==> src/rtl/measurement_scheduler_if.sv <==
// Command path between the scheduler, the UART receiver and the sensor crossbar.
// The slave view belongs to the scheduler; the master view drives it.
interface measurement_scheduler_if;
   logic [7:0] host_cmd;
   logic       host_cmd_valid;
   logic       xbar_ready;
   logic [7:0] xbar_cmd;
   logic       xbar_cmd_valid;

   modport master (
      output host_cmd, host_cmd_valid, xbar_ready,
      input  xbar_cmd, xbar_cmd_valid
   );

   modport slave (
      input  host_cmd, host_cmd_valid, xbar_ready,
      output xbar_cmd, xbar_cmd_valid
   );
endinterface

==> src/rtl/measurement_scheduler.sv <==
// Merges host command bytes with a periodic auto-measurement tick and issues
// one command at a time to the sensor crossbar, with a completion watchdog.
//
// state     | meaning
// ----------+-----------------------------------------------------------
// IDLE      | nothing outstanding; pick host (first) or auto command
// ISSUE     | one-cycle command strobe to the crossbar
// WAIT_ACK  | waiting for the crossbar to drop ready (command latched)
// WAIT_DONE | waiting for the crossbar to raise ready (command finished)
module measurement_scheduler #(
   parameter int PERIOD_CYCLES  = 100_000_000,
   parameter int TIMEOUT_CYCLES = 50_000_000
) (
   input  logic                    clk,
   input  logic                    rst,
   measurement_scheduler_if.slave  bus,
   input  logic                    auto_en,
   input  logic                    err_clear,
   output logic                    busy,
   output logic                    host_drop,
   output logic                    timeout_err,
   output logic                    overrun_err
);
   localparam int TMR_W = $clog2(PERIOD_CYCLES);
   localparam int WD_W  = $clog2(TIMEOUT_CYCLES);
   localparam logic [TMR_W-1:0] TMR_TC = TMR_W'(PERIOD_CYCLES - 1);
   localparam logic [WD_W-1:0]  WD_TC  = WD_W'(TIMEOUT_CYCLES - 1);
   localparam logic [7:0] CMD_T = 8'h54;
   localparam logic [7:0] CMD_D = 8'h44;

   typedef enum logic [1:0] {IDLE, ISSUE, WAIT_ACK, WAIT_DONE} state_t;
   state_t state, state_nxt;

   logic [TMR_W-1:0] tmr;
   logic [WD_W-1:0]  wd;
   logic             wd_expired;
   logic             host_pending;
   logic [7:0]       host_byte;
   logic             auto_pending;
   logic             auto_sel_d;
   logic             host_legal;
   logic             auto_tick;
   logic             waiting;
   logic             wd_fire;
   logic             take_host;
   logic             take_auto;
   logic [7:0]       cmd_nxt;

   assign host_legal = (bus.host_cmd == CMD_T) || (bus.host_cmd == CMD_D);
   assign auto_tick  = auto_en && (tmr == TMR_TC);
   assign waiting    = (state == WAIT_ACK) || (state == WAIT_DONE);
   // fires once per issued command; wd_expired stops a re-fire while stuck in WAIT_DONE
   assign wd_fire    = waiting && (wd == WD_TC) && !wd_expired;

   always_comb begin
      state_nxt = state;
      take_host = 1'b0;
      take_auto = 1'b0;
      cmd_nxt   = bus.xbar_cmd;
      case (state)
         IDLE: begin
            if (bus.xbar_ready) begin
               if (host_pending) begin
                  take_host = 1'b1;
                  cmd_nxt   = host_byte;
                  state_nxt = ISSUE;
               end else if (auto_pending) begin
                  take_auto = 1'b1;
                  cmd_nxt   = auto_sel_d ? CMD_D : CMD_T;
                  state_nxt = ISSUE;
               end
            end
         end
         ISSUE:     state_nxt = WAIT_ACK;
         WAIT_ACK: begin
            if (!bus.xbar_ready) begin
               state_nxt = WAIT_DONE;
            end else if (wd_fire) begin
               state_nxt = IDLE;
            end
         end
         WAIT_DONE: begin
            if (bus.xbar_ready) begin
               state_nxt = IDLE;
            end
         end
         default:   state_nxt = IDLE;
      endcase
   end

   always_ff @(posedge clk or negedge rst) begin
      if (!rst) begin
         state              <= IDLE;
         bus.xbar_cmd       <= 8'h00;
         bus.xbar_cmd_valid <= 1'b0;
         busy               <= 1'b0;
         host_drop          <= 1'b0;
         host_pending       <= 1'b0;
         host_byte          <= 8'h00;
         tmr                <= '0;
         auto_pending       <= 1'b0;
         auto_sel_d         <= 1'b0;
         wd                 <= '0;
         wd_expired         <= 1'b0;
         timeout_err        <= 1'b0;
         overrun_err        <= 1'b0;
      end else begin
         state              <= state_nxt;
         bus.xbar_cmd       <= cmd_nxt;
         bus.xbar_cmd_valid <= (state_nxt == ISSUE);
         busy               <= (state_nxt != IDLE);
         host_drop          <= bus.host_cmd_valid && (!host_legal || host_pending);

         if (take_host) begin
            host_pending <= 1'b0;
         end else if (bus.host_cmd_valid && host_legal && !host_pending) begin
            host_pending <= 1'b1;
            host_byte    <= bus.host_cmd;
         end

         if (!auto_en) begin
            tmr          <= '0;
            auto_pending <= 1'b0;
         end else begin
            tmr <= auto_tick ? '0 : tmr + 1'b1;
            if (auto_tick) begin
               auto_pending <= 1'b1;
            end else if (take_auto) begin
               auto_pending <= 1'b0;
            end
         end
         if (take_auto) begin
            auto_sel_d <= ~auto_sel_d;
         end

         if (state == ISSUE) begin
            wd         <= '0;
            wd_expired <= 1'b0;
         end else if (wd_fire) begin
            wd_expired <= 1'b1;
         end else if (waiting && (wd != WD_TC)) begin
            wd <= wd + 1'b1;
         end

         // a set in the same cycle as err_clear takes priority
         if (wd_fire) begin
            timeout_err <= 1'b1;
         end else if (err_clear) begin
            timeout_err <= 1'b0;
         end
         if (auto_tick && auto_pending) begin
            overrun_err <= 1'b1;
         end else if (err_clear) begin
            overrun_err <= 1'b0;
         end
      end
   end
endmodule

==> src/flat_wrapper.sv <==
// flat-port wrapper written by rule: the top's interface ports become plain ports
module measurement_scheduler_flat 
#(
   parameter int PERIOD_CYCLES  = 100_000_000,
   parameter int TIMEOUT_CYCLES = 50_000_000
)
  (clk, rst, auto_en, err_clear, busy, host_drop, timeout_err, overrun_err, bus_host_cmd, bus_host_cmd_valid, bus_xbar_ready, bus_xbar_cmd, bus_xbar_cmd_valid);
  measurement_scheduler_if bus_i ();
  input  logic clk;
  input  logic rst;
  input  logic auto_en;
  input  logic err_clear;
  output logic busy;
  output logic host_drop;
  output logic timeout_err;
  output logic overrun_err;
  input wire logic [$bits(bus_i.host_cmd)-1:0] bus_host_cmd;
  input wire logic [$bits(bus_i.host_cmd_valid)-1:0] bus_host_cmd_valid;
  input wire logic [$bits(bus_i.xbar_ready)-1:0] bus_xbar_ready;
  output wire logic [$bits(bus_i.xbar_cmd)-1:0] bus_xbar_cmd;
  output wire logic [$bits(bus_i.xbar_cmd_valid)-1:0] bus_xbar_cmd_valid;
  assign bus_i.host_cmd = bus_host_cmd;
  assign bus_i.host_cmd_valid = bus_host_cmd_valid;
  assign bus_i.xbar_ready = bus_xbar_ready;
  assign bus_xbar_cmd = bus_i.xbar_cmd;
  assign bus_xbar_cmd_valid = bus_i.xbar_cmd_valid;
  measurement_scheduler #(.PERIOD_CYCLES(PERIOD_CYCLES), .TIMEOUT_CYCLES(TIMEOUT_CYCLES)) u_core (.clk(clk), .rst(rst), .bus(bus_i), .auto_en(auto_en), .err_clear(err_clear), .busy(busy), .host_drop(host_drop), .timeout_err(timeout_err), .overrun_err(overrun_err));
endmodule
==> config.mk <==
export PLATFORM = sky130hd
export DESIGN_NAME = measurement_scheduler_flat
export DESIGN_NICKNAME = d
export VERILOG_FILES = /design/src/rtl/measurement_scheduler_if.sv /design/src/rtl/measurement_scheduler.sv /design/src/flat_wrapper.sv
export SDC_FILE = /design/constraint.sdc
export NUM_CORES = 1
export LEC_CHECK = 0
export BUFFER_PORTS_ARGS = -buffer_cell sky130_fd_sc_hd__buf_2
export CORE_MARGIN = 2
export CORE_UTILIZATION = 35
export CTS_CLUSTER_DIAMETER = 100
export DETAILED_ROUTE_END_ITERATION = 10
export PLACE_DENSITY_LB_ADDON = 0.3
export REMOVE_ABC_BUFFERS = 1
export SLEW_MARGIN = 25
export SYNTH_ARGS = -nofsm -noshare
export SYNTH_HDL_FRONTEND = slang
export SYNTH_SLANG_ARGS = --single-unit
==> constraint.sdc <==
create_clock -name clk -period 4.65 [get_ports clk]
set_input_delay 0.465 -clock clk [delete_from_list [all_inputs] [get_ports clk]]
set_output_delay 0.465 -clock clk [all_outputs]
set_load 0.05 [all_outputs]
==> Word level (Yosys, flattened, before mapping) <==
Index checks and enable logic that the tools add are counted.
{ "op_classes": {"add_sub_neg": 2, "multipliers": 0, "div": 0, "n_lt_le_gt_ge": 0, "eq_ne": 11, "shift": 0, "n_mux": 32, "n_bitwise": 2, "n_reduce_logical": 25} }
{ "ops": {"columns": ["cell", "count"], "rows": [
  ["two-way mux 26 bit", 3],
  ["two-way mux 27 bit", 2],
  ["adder 27 x 1 -> 27 bit (second input constant)", 1],
  ["equality test 27 bit (second input constant)", 1],
  ["adder 26 x 1 -> 26 bit (second input constant)", 1],
  ["equality test 26 bit (second input constant)", 1],
  ["!= test 26 bit (second input constant)", 1],
  ["two-way mux 1 bit", 17],
  ["equality test 8 x 7 -> 1 bit (second input constant)", 2],
  ["two-way mux 8 bit", 2],
  ["nonzero test 2 bit", 7],
  ["two-way mux 2 bit", 6],
  ["logical AND 1 bit", 8],
  ["case mux 2 bit (4 select lines)", 1],
  ["two-way mux 5 bit", 1],
  ["equality test 2 x 1 -> 1 bit (second input constant)", 2],
  ["equality test 2 bit (second input constant)", 2],
  ["AND reduction 2 bit", 2],
  ["logical NOT 1 bit", 3],
  ["logical OR 1 bit", 3],
  ["!= test 3 x 1 -> 1 bit (second input constant)", 1],
  ["AND reduction 3 bit", 1],
  ["logical NOT 2 bit", 1],
  ["!= test 2 bit (second input constant)", 1],
  ["inverter 1 bit", 2]
]} }
{ "totals": {"ff_bits": 80, "latch_bits": 0, "ram_bits": 0, "romBits": 0, "inputBits": 14, "output_inout_bits": 13, "word_cells": 86, "memories": 0} }

==> Longest topological paths before layout <==
Gate-level depths: netlist of the first run.
{ "logic_depth": {"depth_word": 8, "ltp_mapped": 6, "mapped_depth_nobuf": 5} }

==> Worst setup path after synthesis of the first run <==
No wires, ideal clock.
{ "synth_path": {"path_type": "flip-flop to flip-flop", "start": "register u_core.wd[0]", "end": "register u_core.wd[24]", "setup_time_ns": 0.078, "arrival_ns": 1.930, "required_ns": 4.572, "setup_slack_ns": 2.642, "stages_incl_launch_ff": 7, "path_buffers": 1, "period_less_slack_ns": 2.008, "cell_sequence": "dfrtp_1 > ha_1 > nand2_1 > or4_1 > buf_2 > or4_1 > a21oi_1"} }
{ "synth_via": {"elab_chain_len": 5, "word_cells_on_any_way": 12, "classes_between": "add/sub: 1; eq/ne: 3; mux: 3; reduce/logical: 5"} }
{ "synth_lines": {"columns": ["item", "line_no", "source"], "rows": [
  ["from (decl)", "measurement_scheduler.sv:35", "logic [WD_W-1:0] wd;"],
  ["from (signal assigned)", "measurement_scheduler.sv:142", "wd <= wd + 1'b1;"],
  ["parallel branches: the longest is 5 deep, another holds adder 26 x 1 -> 26 bit", null, null]
]} }
Parallel ways; which one is timed is not known. The select of a mux whose other input is x is not followed.
A chain may end at the register's enable or synchronous reset.

==> Worst setup path in the final report of the first run <==
{ "layout_path": {"start": "register u_core.tmr[0]", "end": "register u_core.tmr[19]"} }
{ "layout_via": {"elab_chain_len": 4, "word_cells_on_any_way": 5, "classes_between": "add/sub: 1; eq/ne: 1; mux: 2; reduce/logical: 1"} }
{ "layout_lines": {"columns": ["item", "line_no", "source"], "rows": [
  ["from (decl)", "measurement_scheduler.sv:34", "logic [TMR_W-1:0] tmr;"],
  ["from (signal assigned)", "measurement_scheduler.sv:125", "tmr <= auto_tick ? '0 : tmr + 1'b1;"],
  ["parallel branches: the longest is 2 deep, another holds adder 27 x 1 -> 27 bit", null, null],
  ["two-way mux 27 bit *", "measurement_scheduler.sv:125", null],
  ["two-way mux 27 bit *", "measurement_scheduler.sv:121", "if (!auto_en) begin"]
]} }
Every way passes the cells marked *.

==> impl_metrics.py, run 1 <==
metrics = {
    "outcome": {
        "status": "complete, no violations",
    },
    "final_layout": {
        "final-seq-area_um2": 2000,
        "fillers": 1068,
        "syn_to_final_growth_pct": 13.4,
        "finalNetCount": 441,
        "final_common_cell": "dfrtp_1",
        "multi_input_area_um2": 1780,
        "n_antenna_cell": 0,
        "instances_no_fill": 569,
        "layout-drive-gt1-share_pct": 11.4,
        "final_cell_mix": "80 x dfrtp_1, 39 x nand2_1, 27 x a21oi_1",
    },
    "die": {
        "die_w_um": 109,
        "die_y_um": 109,
        "row_count": 38,
        "ios": 27,
        "initial_core_util_pct": 35.8,
        "design.die.area_um2": 12000,
        "core_area_um2": 10800,
    },
    "setup_path": {
        "worstPathMaxFanout": 12,
        "slowest_stage": "o31ai_2",
        "worstSetupStartpointType": "flop",
        "r2r-end": "u_core.tmr[19]$_DFF_PN0_",
        "r2r_slack_ns": 2.18,
        "path_cells": "ha_1 > nand4_2 > or2_2 > o31ai_2 > buf_4 > a21oi_1",
        "slowest_delay_ns": 0.76,
        "critPathRequiredTime_ns": 4.88,
        "setup.worst_path.start": "u_core.tmr[0]$_DFF_PN0_",
        "rr_worst_depth": 6,
        "cp-endpoint": "u_core.tmr[19]$_DFF_PN0_",
        "crit_arrival_ns": 2.70,
        "crit_type": "flop to flop",
        "endpoint_kind": "flop",
        "reg2reg_from": "u_core.tmr[0]$_DFF_PN0_",
    },
    "global_routing": {
        "grt_max_degree": 81,
        "grt-ovfl-total": 0,
        "antenna_found_initial": 0,
        "grt_pass1_vias": 3005,
        "grt_pass1_wl_um": 14600,
        "grt.total_usage_pct": 15.4,
    },
    "cts": {
        "clk_latency_ns": 0.35,
        "clock_tree.root_cell": "clkbuf_8",
        "path_clk_slew_ns": 0.09,
        "cts_tree": "done",
        "numClockSinks": 80,
        "ctsResizeCount": 0,
        "hold_buffers": 0,
        "post_cts_buffers": 0,
        "cts_max_path_buffers": 2,
        "htreeDepth": 3,
        "numCtsBuffers": 9,
    },
    "route": {
        "drt_wl_total_um": 8470,
        "viasPerCell": 5.46,
        "vias": 3107,
        "drc_errors": 0,
        "first_pass_iters": 4,
        "drt-wirelength-per-cell_um": 14.9,
        "drtAntennaViolNets": 0,
        "first_iter_violations": 130,
    },
    "logic_synthesis": {
        "yosysTopAreaCell": "dfrtp_1",
        "synth_ff_type": "dfrtp_1",
        "yosys_warnings": 0,
        "synth_enable_flop_cells": 0,
        "syn_area_um2": 3880,
        "synth_top_area_share_pct": 51.5,
        "async_reset_ff_share_pct": 100,
        "ys_seq_area_share_pct": 51.5,
        "synth.distinct_cells": 47,
        "netlist_top_cells_area": "dfrtp_1 52%, nand2_1 3.8%, a21oi_1 3.5%, nand3_1 3.4%, or4_1 3.1%",
        "syn_inst": 402,
        "synth_seq_cells": 80,
        "avgSynthCellArea_um2": 9.66,
    },
    "placed_design": {
        "io_buffers": 26,
        "gp_congestion": 0.796,
        "dp_cells": 554,
        "dp_hpwl_um": 5760,
    },
    "sta": {
        "finalSetupTns_ns": 0,
        "relSlewSlack_pct": 40.6,
        "hold_viol": 0,
        "min_period_ns": 2.47,
        "finalCritPeriodShare_pct": 53.2,
        "setup_viol": 0,
        "clock.fmax_mhz": 404,
        "slew_viol_final": 0,
        "finalClockSkew_ns": 0.0124,
        "rsz0062_at_grt": "false",
        "tightest_slew_ns": 0.888,
    },
    "power": {
        "power_density_nw_per_um2": 400,
        "leakage_nw": 1.86,
        "ir_drop_mv": 0.179,
    },
    "worst_hold_path": {
        "hold_class": "input pin to asynchronous set/reset pin",
    },
    "run": {
        "drv_cap": 0,
    },
}
worst min-delay path by stage:
stage,slack [ns],from,to,depth (start not counted)
4_1_cts,0.32,rst,u_core.wd[8]$_DFFE_PN0P_,1
2_1_floorplan,0.17,rst,u_core.auto_pending$_DFFE_PN0P_,0
5_1_grt,0.20,rst,u_core.wd[8]$_DFFE_PN0P_,1
3_3_place_gp,0.46,u_core.auto_sel_d$_DFFE_PN0P_,u_core.auto_sel_d$_DFFE_PN0P_,1
6_report,0.13,rst,u_core.wd[7]$_DFFE_PN0P_,1
3_5_place_dp,0.47,u_core.auto_sel_d$_DFFE_PN0P_,u_core.auto_sel_d$_DFFE_PN0P_,1
per-stage QoR:
step	setup slack (ns)	power (mW)	instance area, µm²	hold slack (ns)	util, %
2_1_floorplan	1.96	1.01	3820	0.169	-
3_3_place_gp	2.25	1.10	4140	0.458	38.2
3_5_place_dp	2.20	1.11	4140	0.467	38.2
4_1_cts	2.19	1.78	4400	0.322	40.6
5_1_grt	1.99	1.85	4400	0.205	40.6
6_report	2.18	1.76	4400	0.135	40.6
power by group:
group          internal (mW)  leakage (nW)  total [mW]  switching [mW]
sequential             0.745          1.08       0.822          0.0771
clock                  0.407         0.125       0.662           0.255
combinational         0.0940         0.646       0.276           0.183
total                   1.25          1.86        1.76           0.515
critical path, delay by kind of cell (launching register included):
family,cells,cell delay [ns]
compound gates,2,0.82
simple gates,2,0.60
flops,1,0.39
buf+inv,1,0.32
fa+ha+maj,1,0.22
synthesized netlist by cell type, drive strengths merged (10+ instances only):
master and count:
nand3 26, o31ai 13, or3 14, xnor2 10, or4 16, a21oi 27
nand4 13, clkbuf 12, inv 12, nand2 39, nor2 26, dfrtp 80
o21ai 21, and2 14
metal layers:
metal,vias up,track usage [%],wire length (µm)
met1,1521,22.1,4200
met5,-,0,0
li1,1529,-,-
met4,0,5.88,110
met2,47,23.5,3910
met3,10,2.31,240
sequential cells by signal, summed over array words and instances (netlist names), 2 cells and up:
name / flops
u_core.host_byte: 8
u_core.state: 2
u_core.bus.xbar_cmd: 8
u_core.wd: 26
u_core.tmr: 27
kinds of logic after synthesis:
group                    after synthesis  share of synthesized area, %
AND/OR/NAND/NOR                      185                          26.1
AO/OA/AOI/OAI                         91                          15.0
flip-flops                            80                          51.5
buffers and inverters                 27                          2.74
XOR/XNOR                              16                          3.61
adder cells (fa/ha/maj)                2                         0.644
multiplexers                           1                         0.290
layout make-up:
type                       count  area share (%)
sequential                    80            45.5
multi-input combinational    295            40.4
clock inverter                 6            3.01
tap                          140            3.98
timing repair buffer          27            3.27
inverter                      12            1.02
clock buffer                   9            2.81
Note: power is estimated with default switching activity, not from simulation.
==> inputs of run 2 (changes only) <==
ABC_AREA = 1   (was unset)
clock period = 2.4 ns   (was 4.65 ns; I/O delays follow)
==> impl_metrics.py, run 2 <==
metrics = {
    "outcome": {
        "status": "complete, no violations",
    },
    "power": {
        "pwr-share-comb_pct": 21.2,
        "swShare_pct": 33.1,
        "power.share.clock_pct": 39.8,
        "p_seq_share_pct": 38.9,
        "p_int_mw": 2.76,
        "power_density_nw_per_um2": 795,
        "p_sw_mw": 1.37,
        "totalPowerFinal_mw": 4.13,
        "ir_drop_mv": 0.623,
        "leakage_nw": 2.41,
    },
    "placed_design": {
        "dp_hpwl_um": 7630,
        "gp_congestion": 0.910,
        "dp_cells": 822,
        "io_buffers": 26,
    },
    "cts": {
        "clk_latency_ns": 0.34,
        "post_cts_buffers": 0,
        "clock_tree.root_cell": "clkbuf_16",
        "cts_max_path_buffers": 2,
        "numClockSinks": 80,
        "htreeDepth": 3,
        "path_clk_slew_ns": 0.06,
        "numCtsBuffers": 9,
        "cts_tree": "done",
    },
    "final_layout": {
        "finalNetCount": 678,
        "instances_no_fill": 839,
        "final_cell_mix": "182 x nand2_1, 100 x nor2_1, 86 x inv_1",
        "n_antenna_cell": 0,
        "top_register": "u_core.tmr",
        "final_common_cell": "nand2_1",
        "layout-drive-gt1-share_pct": 11.5,
        "reg_top3": "u_core.tmr (27), u_core.wd (26)",
        "syn_to_final_growth_pct": 15.0,
        "final_util_pct": 41.1,
        "fillers": 1346,
        "largest_reg_flops": 27,
    },
    "sta": {
        "rsz0062_at_grt": "false",
        "holdWs_ns": 0.132,
        "clock.fmax_mhz": 575,
        "min_period_ns": 1.74,
        "tightest_slew_ns": 0.653,
        "finalSetupTns_ns": 0,
        "hold_viol": 0,
        "relSlewSlack_pct": 56.5,
        "slew_viol_final": 0,
        "finalCritPeriodShare_pct": 72.5,
        "finalClockSkew_ns": 0.00578,
        "setup_viol": 0,
    },
    "logic_synthesis": {
        "ys_seq_area_share_pct": 44.4,
        "synthSimpleGateAreaFrac_pct": 38.3,
        "syn_inst": 629,
        "netlist_top_cells_area": "dfrtp_1 44%, nand2_1 15%, nor2_1 8.3%, inv_1 7.2%, nand3_1 5.3%",
        "synth_ff_type": "dfrtp_1",
        "avgSynthCellArea_um2": 7.17,
        "ys_top_cells_by_count": "182 x nand2_1, 100 x nor2_1, 86 x inv_1, 80 x dfrtp_1, 48 x nand3_1",
        "synth_compound_area_share_pct": 5.11,
        "yosysTopAreaCell": "dfrtp_1",
        "synth_xor_area_share_pct": 2.52,
        "syn_area_um2": 4510,
        "synthAdderAreaFrac_pct": 0.555,
        "synth_seq_cells": 80,
        "synth.distinct_cells": 34,
        "synth_mux_area_share_pct": 0,
        "yosys.cell_count.top_type": "nand2_1",
        "async_reset_ff_share_pct": 100,
        "synth_top_family_by_area": "simple AND/OR/NAND/NOR gates",
        "synth_enable_flop_cells": 0,
        "yosys_warnings": 0,
        "synth_top_area_share_pct": 44.4,
    },
    "route": {
        "viasPerCell": 4.71,
        "first_iter_violations": 264,
        "vias": 3953,
        "drt_wl_total_um": 10400,
        "drc_errors": 0,
        "drt-wirelength-per-cell_um": 12.4,
        "first_pass_iters": 5,
        "drtAntennaViolNets": 0,
    },
    "setup_path": {
        "endpoint_kind": "flop",
        "worstSetupStartpointType": "flop",
        "critPathRequiredTime_ns": 2.63,
        "crit_type": "flop to flop",
        "worstPathMaxFanout": 8,
        "crit_arrival_ns": 1.97,
    },
    "die": {
        "design.die.area_um2": 13800,
        "die_w_um": 118,
        "die_y_um": 118,
        "core_area_um2": 12600,
        "ios": 27,
        "initial_core_util_pct": 35.7,
        "row_count": 41,
    },
    "run": {
        "drv_cap": 0,
    },
    "global_routing": {
        "grt_pass1_vias": 3889,
        "grt-ovfl-total": 0,
        "antenna_found_initial": 0,
        "met2_usage_pct": 27.1,
        "grt_max_degree": 50,
        "grt.total_usage_pct": 16.0,
        "met1_usage_pct": 21.0,
        "grt_pass1_wl_um": 18300,
        "grt-busiest-layer": "met2",
        "grt_use_met3_pct": 3.44,
    },
    "worst_hold_path": {
        "hold_class": "input pin to flop",
    },
}
==> run 2: cell types whose count changed in the layout (fill, tap and decap cells not counted), moves of 16 or more <==
| cell | before | now |
|---|---|---|
| nand2_1 | 39 | 182 |
| nand3_1 | 26 | 48 |
| inv_1 | 12 | 86 |
| a21oi_1 | 27 | 4 |
| nor2_1 | 26 | 100 |
| or4_1 | 16 | 0 |
==> run 2: per-stage QoR <==
step	setup WS, ns	cell area, µm²
6_report	0.659	5190
5_1_grt	0.501	5190
4_1_cts	0.662	5190
3_5_place_dp	0.677	4820
3_3_place_gp	0.722	4820
2_1_floorplan	0.568	4440
==> run 2: area by class of cell <==
| type | count | area [µm²] | share of cell area [%] |
|---|---|---|---|
| Clock buffer | 9 | 225 | 4.34 |
| Clock inverter | 7 | 133 | 2.56 |
| Inverter | 92 | 348 | 6.71 |
| Multi-Input combinational cell | 450 | 2090 | 40.4 |
| Sequential cell | 80 | 2000 | 38.6 |
| Tap cell | 172 | 215 | 4.15 |
| Timing Repair Buffer | 29 | 170 | 3.28 |
==> run 2: routing by layer <==
| layer | wire length, µm | share of wire, % | up-vias |
|---|---|---|---|
| met4 | 105 | 1.0 | 0 |
| met2 | 4950 | 48 | 81 |
| li1 | - | - | 2030 |
| met3 | 470 | 4.5 | 9 |
| met5 | 0 | 0 | - |
| met1 | 4880 | 47 | 1833 |
==> run 2: power by group through the flow <==
| stage | clock network (mW) | logic (mW) | registers (mW) |
|---|---|---|---|
| floorplan | 0 | 0.361 | 1.88 |
| finish | 1.64 | 0.877 | 1.61 |
| global placement | 0 | 0.868 | 1.62 |
| CTS | 1.69 | 0.888 | 1.61 |
| detailed placement | 0 | 0.885 | 1.63 |
| global route | 1.74 | 0.964 | 1.63 |
==> run 2: cell families (layout without fill, tap and decap cells) <==
logic type | after synthesis | in the layout
AO/OA/AOI/OAI | 42 | 42
XOR/XNOR | 13 | 13
adder cells (fa/ha/maj) | 2 | 2
buffers and inverters | 99 | 137
flip-flops | 80 | 80
AND/OR/NAND/NOR | 393 | 393
==> run 2: worst max-delay path: stages (launching register included) <==
cell and delay (ns):
dfrtp_1 0.37, ha_1 0.20, nand3_1 0.18, inv_1 0.22, nand2_1 0.08, nor2_1 0.17
nand2_2 0.15, nand3_1 0.10, nand2_1 0.06, inv_1 0.05, nor2_1 0.04
==> run 2: timing repair <==
item / 4_1_cts / 5_1_grt
endpoints found under the hold margin: 48 / 0
hold buffers: 1 / 0
gates resized for setup: 0 / 0
==> run 2: worst paths after layout <==
path | to | from | cells after the start | slack [ns]
setup reg to reg | u_core.wd[18]$_DFFE_PN0P_ | u_core.wd[0]$_DFFE_PN0P_ | 10 | 0.66
setup / recovery | u_core.wd[18]$_DFFE_PN0P_ | u_core.wd[0]$_DFFE_PN0P_ | 10 | 0.66
min in group asynchronous | u_core.wd[21]$_DFFE_PN0P_ | rst | 2 | 0.47
max in group asynchronous | u_core.tmr[24]$_DFF_PN0_ | rst | 3 | 1.35
hold / removal | u_core.overrun_err$_DFFE_PN0P_ | err_clear | 2 | 0.13
hold reg to reg | u_core.host_byte[6]$_DFFE_PN0P_ | u_core.host_byte[6]$_DFFE_PN0P_ | 2 | 0.46
